## src/rtl/hartslag_generator.sv

```systemverilog
`default_nettype none
// ============================================================================
// Module   : hartslag_generator
// Purpose  : Heartbeat pulse train from a programmed BPM rate; the period is
//            derived on-chip by a 32-step serial restoring divider.
// Revision : 1.0
// ============================================================================
module hartslag_generator #(
    parameter logic [31:0] CLK_HZ       = 32'd50000000,
    parameter logic [31:0] PULSE_CYCLES = 32'd5000000
) (
    input  logic        clk,
    input  logic        reset,
    input  logic [7:0]  bpm,
    input  logic        start,
    input  logic        stop,
    output logic        uit,
    output logic        busy,
    output logic        actief,
    output logic [31:0] periode,
    output logic [7:0]  slagen,
    output logic        fout
);

    localparam logic [31:0] c_DIVIDEND = CLK_HZ * 32'd60;

    typedef enum logic [1:0] {
        S_IDLE   = 2'd0,
        S_DIVIDE = 2'd1,
        S_RUN    = 2'd2
    } state_t;

    state_t      state_q;
    logic [7:0]  bpm_q;
    logic [31:0] rem_q;
    logic [31:0] quot_q;
    logic [4:0]  idx_q;
    logic [31:0] cnt_q;
    logic [31:0] periode_q;
    logic [7:0]  slagen_q;
    logic        uit_q;
    logic        busy_q;
    logic        actief_q;
    logic        fout_q;

    logic [4:0]  w_bit_idx;
    logic [32:0] w_rem_shift;
    logic [32:0] w_divisor;
    logic        w_sub_ok;
    logic [32:0] rem_d;
    logic [31:0] quot_d;
    logic [31:0] w_last;
    logic [31:0] w_high;
    logic        uit_d;

    // Dividend bits are consumed MSB first, one per DIVIDE cycle.
    assign w_bit_idx   = 5'd31 - idx_q;
    assign w_rem_shift = {rem_q, c_DIVIDEND[w_bit_idx]};
    assign w_divisor   = {25'd0, bpm_q};
    assign w_sub_ok    = (w_rem_shift >= w_divisor);
    assign rem_d       = w_sub_ok ? (w_rem_shift - w_divisor) : w_rem_shift;
    assign quot_d      = {quot_q[30:0], w_sub_ok};

    // High time is clamped so at least one low cycle remains per period.
    assign w_last = (periode_q == 32'd0) ? 32'd0 : (periode_q - 32'd1);
    assign w_high = (PULSE_CYCLES < w_last) ? PULSE_CYCLES : w_last;
    assign uit_d  = (cnt_q < w_high);

    always_ff @(posedge clk or negedge reset) begin
        if (!reset) begin
            state_q   <= S_IDLE;
            bpm_q     <= 8'd0;
            rem_q     <= 32'd0;
            quot_q    <= 32'd0;
            idx_q     <= 5'd0;
            cnt_q     <= 32'd0;
            periode_q <= 32'd0;
            slagen_q  <= 8'd0;
            uit_q     <= 1'b0;
            busy_q    <= 1'b0;
            actief_q  <= 1'b0;
            fout_q    <= 1'b0;
        end else if (stop) begin
            state_q  <= S_IDLE;
            uit_q    <= 1'b0;
            busy_q   <= 1'b0;
            actief_q <= 1'b0;
        end else if (start) begin
            uit_q    <= 1'b0;
            actief_q <= 1'b0;
            if (bpm == 8'd0) begin
                fout_q  <= 1'b1;
                busy_q  <= 1'b0;
                state_q <= S_IDLE;
            end else begin
                fout_q   <= 1'b0;
                slagen_q <= 8'd0;
                bpm_q    <= bpm;
                rem_q    <= 32'd0;
                quot_q   <= 32'd0;
                idx_q    <= 5'd0;
                busy_q   <= 1'b1;
                state_q  <= S_DIVIDE;
            end
        end else begin
            case (state_q)
                S_IDLE: begin
                    uit_q <= 1'b0;
                end
                S_DIVIDE: begin
                    rem_q  <= rem_d[31:0];
                    quot_q <= quot_d;
                    idx_q  <= idx_q + 5'd1;
                    if (idx_q == 5'd31) begin
                        periode_q <= quot_d;
                        cnt_q     <= 32'd0;
                        busy_q    <= 1'b0;
                        actief_q  <= 1'b1;
                        state_q   <= S_RUN;
                    end
                end
                S_RUN: begin
                    uit_q <= uit_d;
                    cnt_q <= (cnt_q >= w_last) ? 32'd0 : (cnt_q + 32'd1);
                    if (uit_d && !uit_q) begin
                        slagen_q <= slagen_q + 8'd1;
                    end
                end
                default: begin
                    state_q <= S_IDLE;
                end
            endcase
        end
    end

    assign uit     = uit_q;
    assign busy    = busy_q;
    assign actief  = actief_q;
    assign periode = periode_q;
    assign slagen  = slagen_q;
    assign fout    = fout_q;

endmodule
`default_nettype wire

```

## config.mk

```make
export PLATFORM = sky130hd
export DESIGN_NAME = hartslag_generator
export DESIGN_NICKNAME = d
export VERILOG_FILES = /design/src/rtl/hartslag_generator.sv
export SDC_FILE = /design/constraint.sdc
export NUM_CORES = 1
export LEC_CHECK = 0
export CAP_MARGIN = 5
export CORE_AREA = 2 2 187 189
export DETAILED_ROUTE_END_ITERATION = 10
export DIE_AREA = 0 0 189 191
export HOLD_SLACK_MARGIN = 0.03
export PLACE_DENSITY = 0.49
export SKIP_LAST_GASP = 1
export SLEW_MARGIN = 20
export SYNTH_ARGS = -nofsm -noshare
export SYNTH_HDL_FRONTEND = slang
export SYNTH_SLANG_ARGS = --single-unit
```

## constraint.sdc

```tcl
create_clock -name clk -period 6.85 [get_ports clk]
set_input_delay 1.37 -clock clk [delete_from_list [all_inputs] [get_ports clk]]
set_output_delay 1.37 -clock clk [all_outputs]
set_load 0.01 [all_outputs]
```

* Word-level counts from Yosys, hierarchy flattened
Memories as Yosys holds them, arrays and structs flattened.
Cells that the tools add are included.
** Operators by class
- Order comparisons :: 5
- Bitwise gates (word level) :: 3
- Multiplexer cells :: 37
- Equality and inequality tests :: 7
- Add/sub/neg operators :: 6
- Reductions and logical operators :: 21
** Operators with widths (count)
- $mux W32 :: 8
- $pmux W32 S2 :: 1
- $mux W31 :: 2
- $ge A33 B8 Y1 :: 1
- $add A32 B1 Y32 const B :: 1
- $ge A32 B32 Y1 :: 1
- $logic_not A32 Y1 :: 1
- $lt A23 B32 Y1 const A :: 1
- $lt A32 B32 Y1 :: 1
- $mux W8 :: 4
- $sub A32 B1 Y32 const B :: 1
- $sub A32 B8 Y32 :: 1
- $mux W5 :: 3
- $mux W1 :: 14
- $reduce_and A4 Y1 :: 3
- $add A8 B1 Y8 const B :: 1
- $logic_not A8 Y1 :: 1
- $reduce_bool A2 Y1 :: 4
- $lt A5 B6 Y1 const B :: 1
- $mux W2 :: 3
- $reduce_and A2 Y1 :: 3
- $reduce_and A3 Y1 :: 2
- $reduce_bool A3 Y1 :: 2
- $add A5 B1 Y5 const B :: 1
- other kinds (15) :: 18
** Word-level totals
- Memories :: 1
- Register bits after elaboration :: 154
- Input bits :: 12
- Word-level logic and storage cells :: 92
- Bits in read-only memories :: 32
** Memory list
- (no name shown) :: words 32, bits a word 1, rd ports 1, clocked after memory_dff 0, wr ports 0, RTL line 58 : assign w_rem_shift = {rem_q, c_DIVIDEND[w_bit_idx]};

* Logic depth before layout (Yosys ltp)
- Depth in word-level cells :: 9
- Depth in mapped cells :: 26
- Mapped depth without buffers :: 23

* Worst setup path after synthesis
Ideal clock, no wire load.
- Path type :: reg-to-reg
- Start point :: register periode_q[21] (netlist: periode[21])
- End point :: register slagen_q[5] (netlist: slagen[5])
- Required time :: 6772 ps
- Arrival time :: 5814 ps
- Stages on the path, launching flop included :: 23
- Clock period less this slack :: 5891 ps
- Setup slack :: 959 ps
- Library setup time :: 78 ps
- Cells stage by stage :: dfrtp_1 -> buf_2 -> or3_1 -> or4_4 -> nor4_1 -> mux2i_1 -> nand3_1 -> or4_1 -> or2_0 -> clkbuf_1 -> a21oi_1 -> nand2_1 -> ha_1 -> a21o_1 -> a21o_1 -> a21oi_1 -> nor2_1 -> a211oi_1 -> nand2_1 -> or3_1 -> o21ba_1 -> or4_1 -> a21oi_1
** On the way
- Cells in the longest elaborated chain, start to end :: 8
** RTL lines
- from (decl) :: RTL line 39 : logic [31:0] periode_q;
- from (signal assigned) :: RTL line 115 : periode_q <= quot_d;
- $sub A32 B1 Y32 / $logic_not A32 Y1 (equally long branches) :: RTL line 65 : assign w_last = (periode_q == 32'd0) ? 32'd0 : (periode_q - 32'd1);
- $mux W32 (*) :: RTL line 65
- $lt A23 B32 Y1 :: RTL line 66 : assign w_high = (PULSE_CYCLES < w_last) ? PULSE_CYCLES : w_last;
- $mux W32 (*) :: RTL line 66
- $lt A32 B32 Y1 (*) :: RTL line 67 : assign uit_d = (cnt_q < w_high);
- $logic_and A1 B1 Y1 (*) :: RTL line 125 : if (uit_d && !uit_q) begin
- $reduce_bool A2 Y1 (no source line) (*)
- $reduce_and A4 Y1 (no source line) (*)
- to (signal assigned) :: RTL line 126 : slagen_q <= slagen_q + 8'd1;
- to (decl) :: RTL line 40 : logic [7:0] slagen_q;
Mark *: on every way between the ends. The rest lies on a longest branch, timed or not.
A chain may end at the register's enable or synchronous reset.

* Worst setup path after layout
- Start point :: register periode_q[28] (netlist: periode[28])
- End point :: register slagen_q[5] (netlist: slagen[5])
The elaborated chain is that of the path after synthesis.

==> impl_metrics.json <==
{
  "fin_area_mm2": 0.01192,
  "min_to": "slagen[7]$_DFFE_PN0P_",
  "path_clk_slew_ps": 80,
  "fin_tns_setup_ps": 0,
  "cts.sink_count": 154,
  "final_nets": 1326,
  "drive_gt1_frac": 0.09390,
  "fin_crit_sh": 0.9411,
  "finalClockSkew_ps": 14.87,
  "reg2reg_from": "periode[28]$_DFFE_PN0P_",
  "fillers": 3515,
  "peakVddDrop_mv": 0.3130,
  "grt_pass1_vias": 8246,
  "arrival_ps": 6820,
  "seq_area_mm2": 0.003854,
  "synth-edff-count": 0,
  "yosys_warnings": 0,
  "antenna_found_initial": 0,
  "outcome": "finished, final reports clean",
  "initial_core_util": 0.2976,
  "clk_latency_ps": 440,
  "worstRegToRegCells": 22,
  "most-common-layout-cells": "nand2_1 (175), dfrtp_1 (154), nand3_1 (89)",
  "cp-start-kind": "flip-flop",
  "syn2layout_area_growth_pct": 17.45,
  "die_h_um": 191,
  "grt_max_degree": 94,
  "worst_path_max_delay_cell": "or4_1",
  "cts_tree": "built",
  "drt_wl_total_mm": 27.30,
  "htreeDepth": 4,
  "die_width_um": 189,
  "path_cells": "or4_1 -> or4_4 -> nor4_1 -> mux2i_1 -> nand3_1 -> or4_1 -> or2_0 -> buf_4 -> a21oi_1 -> buf_4 -> nand2_1 -> ha_1 -> a21o_1 -> a21o_1 -> a21oi_1 -> nor2_1 -> a211oi_1 -> nand2_1 -> or3_1 -> o21ba_1 -> or4_1 -> a21oi_1",
  "synthDominantCellAreaShare": 0.3796,
  "drv_cap": 0,
  "io_buffers": 55,
  "initialDrtViolationCount": 528,
  "holdBufCountCts": 0,
  "dr.pass1.iters": 5,
  "ys.flop_type": "dfrtp_1",
  "hold_start": "slagen[7]$_DFFE_PN0P_",
  "synthArstFlopShare": 1.000,
  "vias": 8591,
  "synth_area_leaders": "dfrtp_1 (38%), ha_1 (9.9%), nand2_1 (6.5%)",
  "r2r_slack_ps": 400,
  "finalCriticalPeriod_ps": 6447,
  "timing.hold.ws_ps": 489.6,
  "cts_root_buffer": "clkbuf_16",
  "clk_path_buf_depth": 2,
  "cp.required_ps": 7220,
  "grt-ovfl-total": 0,
  "grt_pass1_wl_mm": 45.28,
  "setup_viol": 0,
  "route.detailed.wl_per_inst_um": 16.05,
  "yosysSeqAreaShare": 0.3796,
  "drt-vias-per-instance": 5.051,
  "drv_slew": 0,
  "num_rows": 68,
  "synth-seq-cells": 154,
  "end_kind": "flip-flop",
  "netlist_area_mm2": 0.01015,
  "synth_top_area_cell": "dfrtp_1",
  "place_congestion": 0.8248,
  "leakagePower_nw": 5.676,
  "grt_setup_unrepaired": "no",
  "grt_use_total": 0.1560,
  "placedInstanceArea_mm2": 0.01131,
  "cp.buffers_inverters": 2,
  "final_util": 0.3495,
  "ant_nets": 0,
  "layout_commonest_cell": "nand2_1",
  "fp.coreArea_mm2": 0.03412,
  "path_class": "reg2reg",
  "dieArea_mm2": 0.03610,
  "tightestPinTransition_ps": 1051,
  "hpwlAfterDp_mm": 19.69,
  "max_stage_delay_ps": 630,
  "power-per-cell-area_mw_per_mm2": 274.0,
  "syn_area_per_cell_um2": 8.611,
  "reg2reg_to": "slagen[5]$_DFFE_PN0P_",
  "n_antenna_cell": 0,
  "hp-class": "reg2reg",
  "netlist_instances": 1179,
  "cts_made_buffers": 17,
  "hold_viol": 0,
  "crit_family": "simple AND/OR/NAND/NOR gates",
  "path_max_fanout": 16,
  "fmax_mhz": 155.1,
  "synth.distinct_cells": 61,
  "io_pins": 56,
  "whs_path_depth": 1,
  "multi_input_area_mm2": 0.006003,
  "slew_headroom": 0.2965,
  "drcViolationCount": 0
}
worst register-to-register path, stage by stage (launching register included):
cell and delay [ps]:
dfrtp_1 460, or4_1 600, or4_4 470, nor4_1 260
mux2i_1 380, nand3_1 110, or4_1 630, or2_0 260
buf_4 160, a21oi_1 130, buf_4 180, nand2_1 70
ha_1 300, a21o_1 170, a21o_1 170, a21oi_1 140
nor2_1 50, a211oi_1 280, nand2_1 110, or3_1 350
o21ba_1 370, or4_1 580, a21oi_1 150
logic make-up (layout without fill, tap and decap cells):
group                    Yosys count  count (layout)  share of synthesized area
multiplexers                      35              35                    0.03821
flip-flops                       154             154                     0.3796
buffers and inverters             94             153                    0.03537
other                              1               9                  0.0003694
AO/OA/AOI/OAI                    238             238                     0.1442
AND/OR/NAND/NOR                  528             528                     0.2603
adder cells (fa/ha/maj)           81              81                     0.1006
XOR/XNOR                          48              48                    0.04141
per-layer routing:
metal | up-vias | track usage | wire length (µm)
li1 | 4343 | - | -
met1 | 4136 | 0.2149 | 13570
met2 | 91 | 0.2535 | 12710
met3 | 21 | 0.02735 | 694
met4 | 0 | 0.03816 | 334
met5 | - | 0 | 0
metrics by stage:
stage          std cells  total power [mW]  setup slack, ps
2_1_floorplan       1187             2.028            958.5
3_3_place_gp        1667             2.320            494.9
3_5_place_dp        1667             2.318            411.5
4_1_cts             1699             3.305            408.8
5_1_grt             1701             3.521            12.46
6_report            1701             3.268            403.4
where the power goes:
part | leakage (nW) | total, mW | switching [mW] | internal [mW]
Clock | 0.291 | 0.968 | 0.469 | 0.499
Sequential | 2.11 | 1.10 | 0.101 | 1.00
Combinational | 3.28 | 1.20 | 0.699 | 0.498
state kept, by name (all words and copies together) (netlist names):
register / count
actief: 1
bpm_q: 8
busy: 1
cnt_q: 32
fout: 1
idx_q: 5
periode: 32
quot_q: 31
rem_q: 32
slagen: 8
state_q: 2
uit: 1
cells in the mapped netlist, types with 4 or more instances:
cell type,number
nand2_1,176
dfrtp_1,154
nand3_1,90
o21ai_0,87
ha_1,80
nor2_1,64
clkbuf_1,53
a21oi_1,51
a21o_1,44
inv_1,37
nor3_1,33
mux2_2,30
nor4_1,30
xor2_1,25
nand4_1,24
or3_1,23
xnor2_1,23
nor3b_1,14
and3_1,13
nor2b_1,12
nand2b_1,10
or2_2,10
or4_1,9
o211ai_1,7
a211o_1,6
a211oi_1,6
a31oi_1,5
mux2i_1,5
o31ai_1,5
and4_1,4
o21a_1,4
worst max-delay path by stage:
stage	start	to	slack, ps	cells past startpoint
after floorplan	periode[21]$_DFFE_PN0P_	slagen[5]$_DFFE_PN0P_	960	22
after global placement	periode[28]$_DFFE_PN0P_	slagen[5]$_DFFE_PN0P_	490	22
after detailed placement	periode[15]$_DFFE_PN0P_	slagen[5]$_DFFE_PN0P_	410	22
after CTS	periode[28]$_DFFE_PN0P_	slagen[5]$_DFFE_PN0P_	410	22
after global routing	periode[28]$_DFFE_PN0P_	slagen[5]$_DFFE_PN0P_	10	22
final	periode[28]$_DFFE_PN0P_	slagen[5]$_DFFE_PN0P_	400	22
timing repair:
action,4_1_cts,5_1_grt
endpoints found under the setup margin,0,3
buffers inserted,0,2
hold endpoints to repair,0,0
gates resized for setup,0,2
cell type report:
| type | count | area share |
|---|---|---|
| Clock buffer | 18 | 0.03683 |
| Clock inverter | 14 | 0.01259 |
| Inverter | 37 | 0.01165 |
| Multi-Input combinational cell | 939 | 0.5035 |
| Sequential cell | 154 | 0.3232 |
| Tap cell | 455 | 0.04774 |
| Timing Repair Buffer | 84 | 0.06453 |
(Power assumes the default switching activity.)
==> variant (config.mk and constraints unchanged) <==
The 3 states of `state_t` get a one-hot encoding in 3 bits.
--- a/src/rtl/hartslag_generator.sv
+++ b/src/rtl/hartslag_generator.sv
@@ -25,8 +25,8 @@
     localparam logic [31:0] c_DIVIDEND = CLK_HZ * 32'd60;
 
-    typedef enum logic [1:0] {
-        S_IDLE   = 2'd0,
-        S_DIVIDE = 2'd1,
-        S_RUN    = 2'd2
+    typedef enum logic [2:0] {
+        S_IDLE   = 3'b001,
+        S_DIVIDE = 3'b010,
+        S_RUN    = 3'b100
     } state_t;
 
Check against the original RTL: no difference found for any inputs over 4 cycles, from zero or initial values and one cycle with reset low; so few cycles prove little.
==> variant against the original RTL <==
- critical path depth fell by 1
- synthesized area up 2.7%
- final area grew 1.8%
- routed wire length up 5.3%
- sequential cell count up 1
- setup slack better by 0.13 ns
- utilization is 0.64 points higher
- sequential power is 9.8% lower
- die area stayed put
- power down 12%
- critical path type unchanged
- largest cell class unchanged
==> variant: results (changes against the original RTL) <==
| Metric | Value |
|---|---|
| Dpl ws | 0.3884 ns (was 0.4115 ns) |
| XOR/XNOR share of the synthesized area | 3.444% (was 4.141%) |
| Top cells by area, synth | dfrtp_1, ha_1, nand2_1 (unchanged) |
| Slew margin rel. | 33.82% (was 29.65%) |
| Setup Skew | 0.01211 ns (was 0.01487 ns) |
| Internal power | 1.851 mW (was 1.998 mW) |
| Leakage power | 5.509 nW (was 5.676 nW) |
| Count of buffers from port buffering | 55 (unchanged) |
| First-pass GRT wire length | 46660 um (was 45280 um) |
| CP Max Fanout | 13 (was 16) |
| Mux share of post-synthesis cell area | 5.016% (was 3.821%) |
| Clock slew at reported path FFs | about 0.070 ns |
| Syn Area/Cell | 8.581 um2 (was 8.611 um2) |
| Final WL | 28740 um (was 27300 um) |
| Status | complete, no violations (unchanged) |
| Sequential area share after synthesis | 37.21% (was 37.96%) |
| Most instantiated cells after synthesis | nand2_1, dfrtp_1, nor2_1 (was nand2_1, dfrtp_1, nand3_1) |
| Share of layout cells above drive strength 1 | 8.634% (was 9.390%) |
| Min-Delay Path Class | flop to flop (unchanged) |
| Crit path largest cell delay | 0.60 ns (was 0.63 ns) |
| Gpl congestion | 0.8531 (was 0.8248) |
| R2r setup slk | 0.54 ns (was 0.40 ns) |
| R2R Path End | slagen[4]$_DFFE_PN0P_ (was slagen[5]$_DFFE_PN0P_) |
| Worst vdd ir | 0.2900 mV (was 0.3130 mV) |
| GRT Util Overall | 16.22% (was 15.60%) |
| Hold Path End | quot_q[12]$_DFFE_PN0P_ (was slagen[7]$_DFFE_PN0P_) |
| Via count | 9039 (was 8591) |
| Router iterations before antenna repair | 4 (was 5) |
| Final #Nets | 1354 (was 1326) |
| Initial antenna violation count | 0 (unchanged) |
| Final HPWL DP | 20480 um (was 19690 um) |
| R2r startpoint | periode[1]$_DFFE_PN0P_ (was periode[28]$_DFFE_PN0P_) |
| DR iter-0 viols | 509 (was 528) |
| Worst path slowest cell | or4b_1 (was or4_1) |
| Hold WS | 0.4937 ns (was 0.4896 ns) |
| Compound-Gate Fraction of Synth Area | 15.96% (was 14.42%) |
| CP delay by family, top | simple AND/OR/NAND/NOR gates (unchanged) |
| Synth Area in Adders | 9.792% (was 10.06%) |
| Critical path data arrival time | 6.68 ns (was 6.82 ns) |
| Hold Startpoint | quot_q[11]$_DFFE_PN0P_ (was slagen[7]$_DFFE_PN0P_) |
| Residual DRC count | 0 (unchanged) |
| Cell variety after synth | 69 (was 61) |
| Hold path cells | 2 (was 1) |
| Vias in the first global route | 8609 (was 8246) |
| Reg2Reg Depth | 21 (was 22) |
| Pin count of the biggest net entering global routing | 87 (was 94) |
[variant: cell types whose count changed after synthesis, sizes merged, moves of 8 or more]
cell,change
mux2i,+9
nor2,+21
clkbuf,-8
o22ai,+18
nand3,-16
a21o,-20
o2111ai,+10
o21ai,-9
nor3b,-12
nand2,+17
a22o,+15
and2,+11
[variant: worst register-to-register path: cells and delay by family, from the launching register on]
| kind | cells | cell delay, ns |
|---|---|---|
| flops | 1 | 0.44 |
| buf+inv | 1 | 0.10 |
| compound gates | 8 | 2.19 |
| simple gates | 10 | 3.00 |
| fa+ha+maj | 2 | 0.51 |
[variant: timing repair]
| item | 4_1_cts | 5_1_grt |
|---|---|---|
| resized for setup | 0 | 3 |
| setup endpoints to repair | 0 | 8 |
| hold endpoints to repair | 0 | 0 |
| setup buffers | 0 | 0 |
[variant: how the worst max path moves through the flow]
stage	startpoint	slack, ns	end	cells after the start
finish	periode[1]$_DFFE_PN0P_	0.54	slagen[4]$_DFFE_PN0P_	21
global route	periode[1]$_DFFE_PN0P_	0.09	slagen[6]$_DFFE_PN0P_	21
CTS	periode[1]$_DFFE_PN0P_	0.34	slagen[7]$_DFFE_PN0P_	21
detailed placement	periode[1]$_DFFE_PN0P_	0.39	slagen[4]$_DFFE_PN0P_	21
global placement	periode[1]$_DFFE_PN0P_	0.49	slagen[5]$_DFFE_PN0P_	21
floorplan	periode[0]$_DFFE_PN0P_	0.76	slagen[6]$_DFFE_PN0P_	25
[variant: through the flow]
| step | power [mW] | area [um2] |
|---|---|---|
| 6_report | 2.885 | 12140 |
| 5_1_grt | 3.060 | 12140 |
| 4_1_cts | 2.927 | 12130 |
| 3_5_place_dp | 1.951 | 11520 |
| 3_3_place_gp | 1.941 | 11520 |
| 2_1_floorplan | 1.793 | 10460 |
[variant: area by class of cell]
| class | instances | area [um2] | area share (%) |
|---|---|---|---|
| timing repair buffer | 73 | 686.9 | 5.657 |
| clock inverter | 15 | 177.7 | 1.463 |
| sequential | 155 | 3880 | 31.95 |
| tap | 455 | 569.3 | 4.688 |
| inverter | 40 | 150.1 | 1.236 |
| multi-input combinational | 974 | 6254 | 51.50 |
| clock buffer | 17 | 425.4 | 3.503 |
[variant: metal layers]
metal  global-route usage (%)  vias up  routed length (um)
met5                        0        -                   0
met4                    4.297        0                 437
met3                    3.286       31                 803
met2                    27.49      119               13870
met1                    21.04     4395               13630
li1                         -     4494                   -
[variant: power by group through the flow]
stage | Clock (mW) | Combinational, mW | Sequential, mW
2_1_floorplan | 0 | 0.794 | 0.998
3_3_place_gp | 0 | 0.933 | 1.01
3_5_place_dp | 0 | 0.943 | 1.01
4_1_cts | 0.987 | 0.949 | 0.991
5_1_grt | 1.02 | 1.04 | 0.998
6_report | 0.954 | 0.939 | 0.992
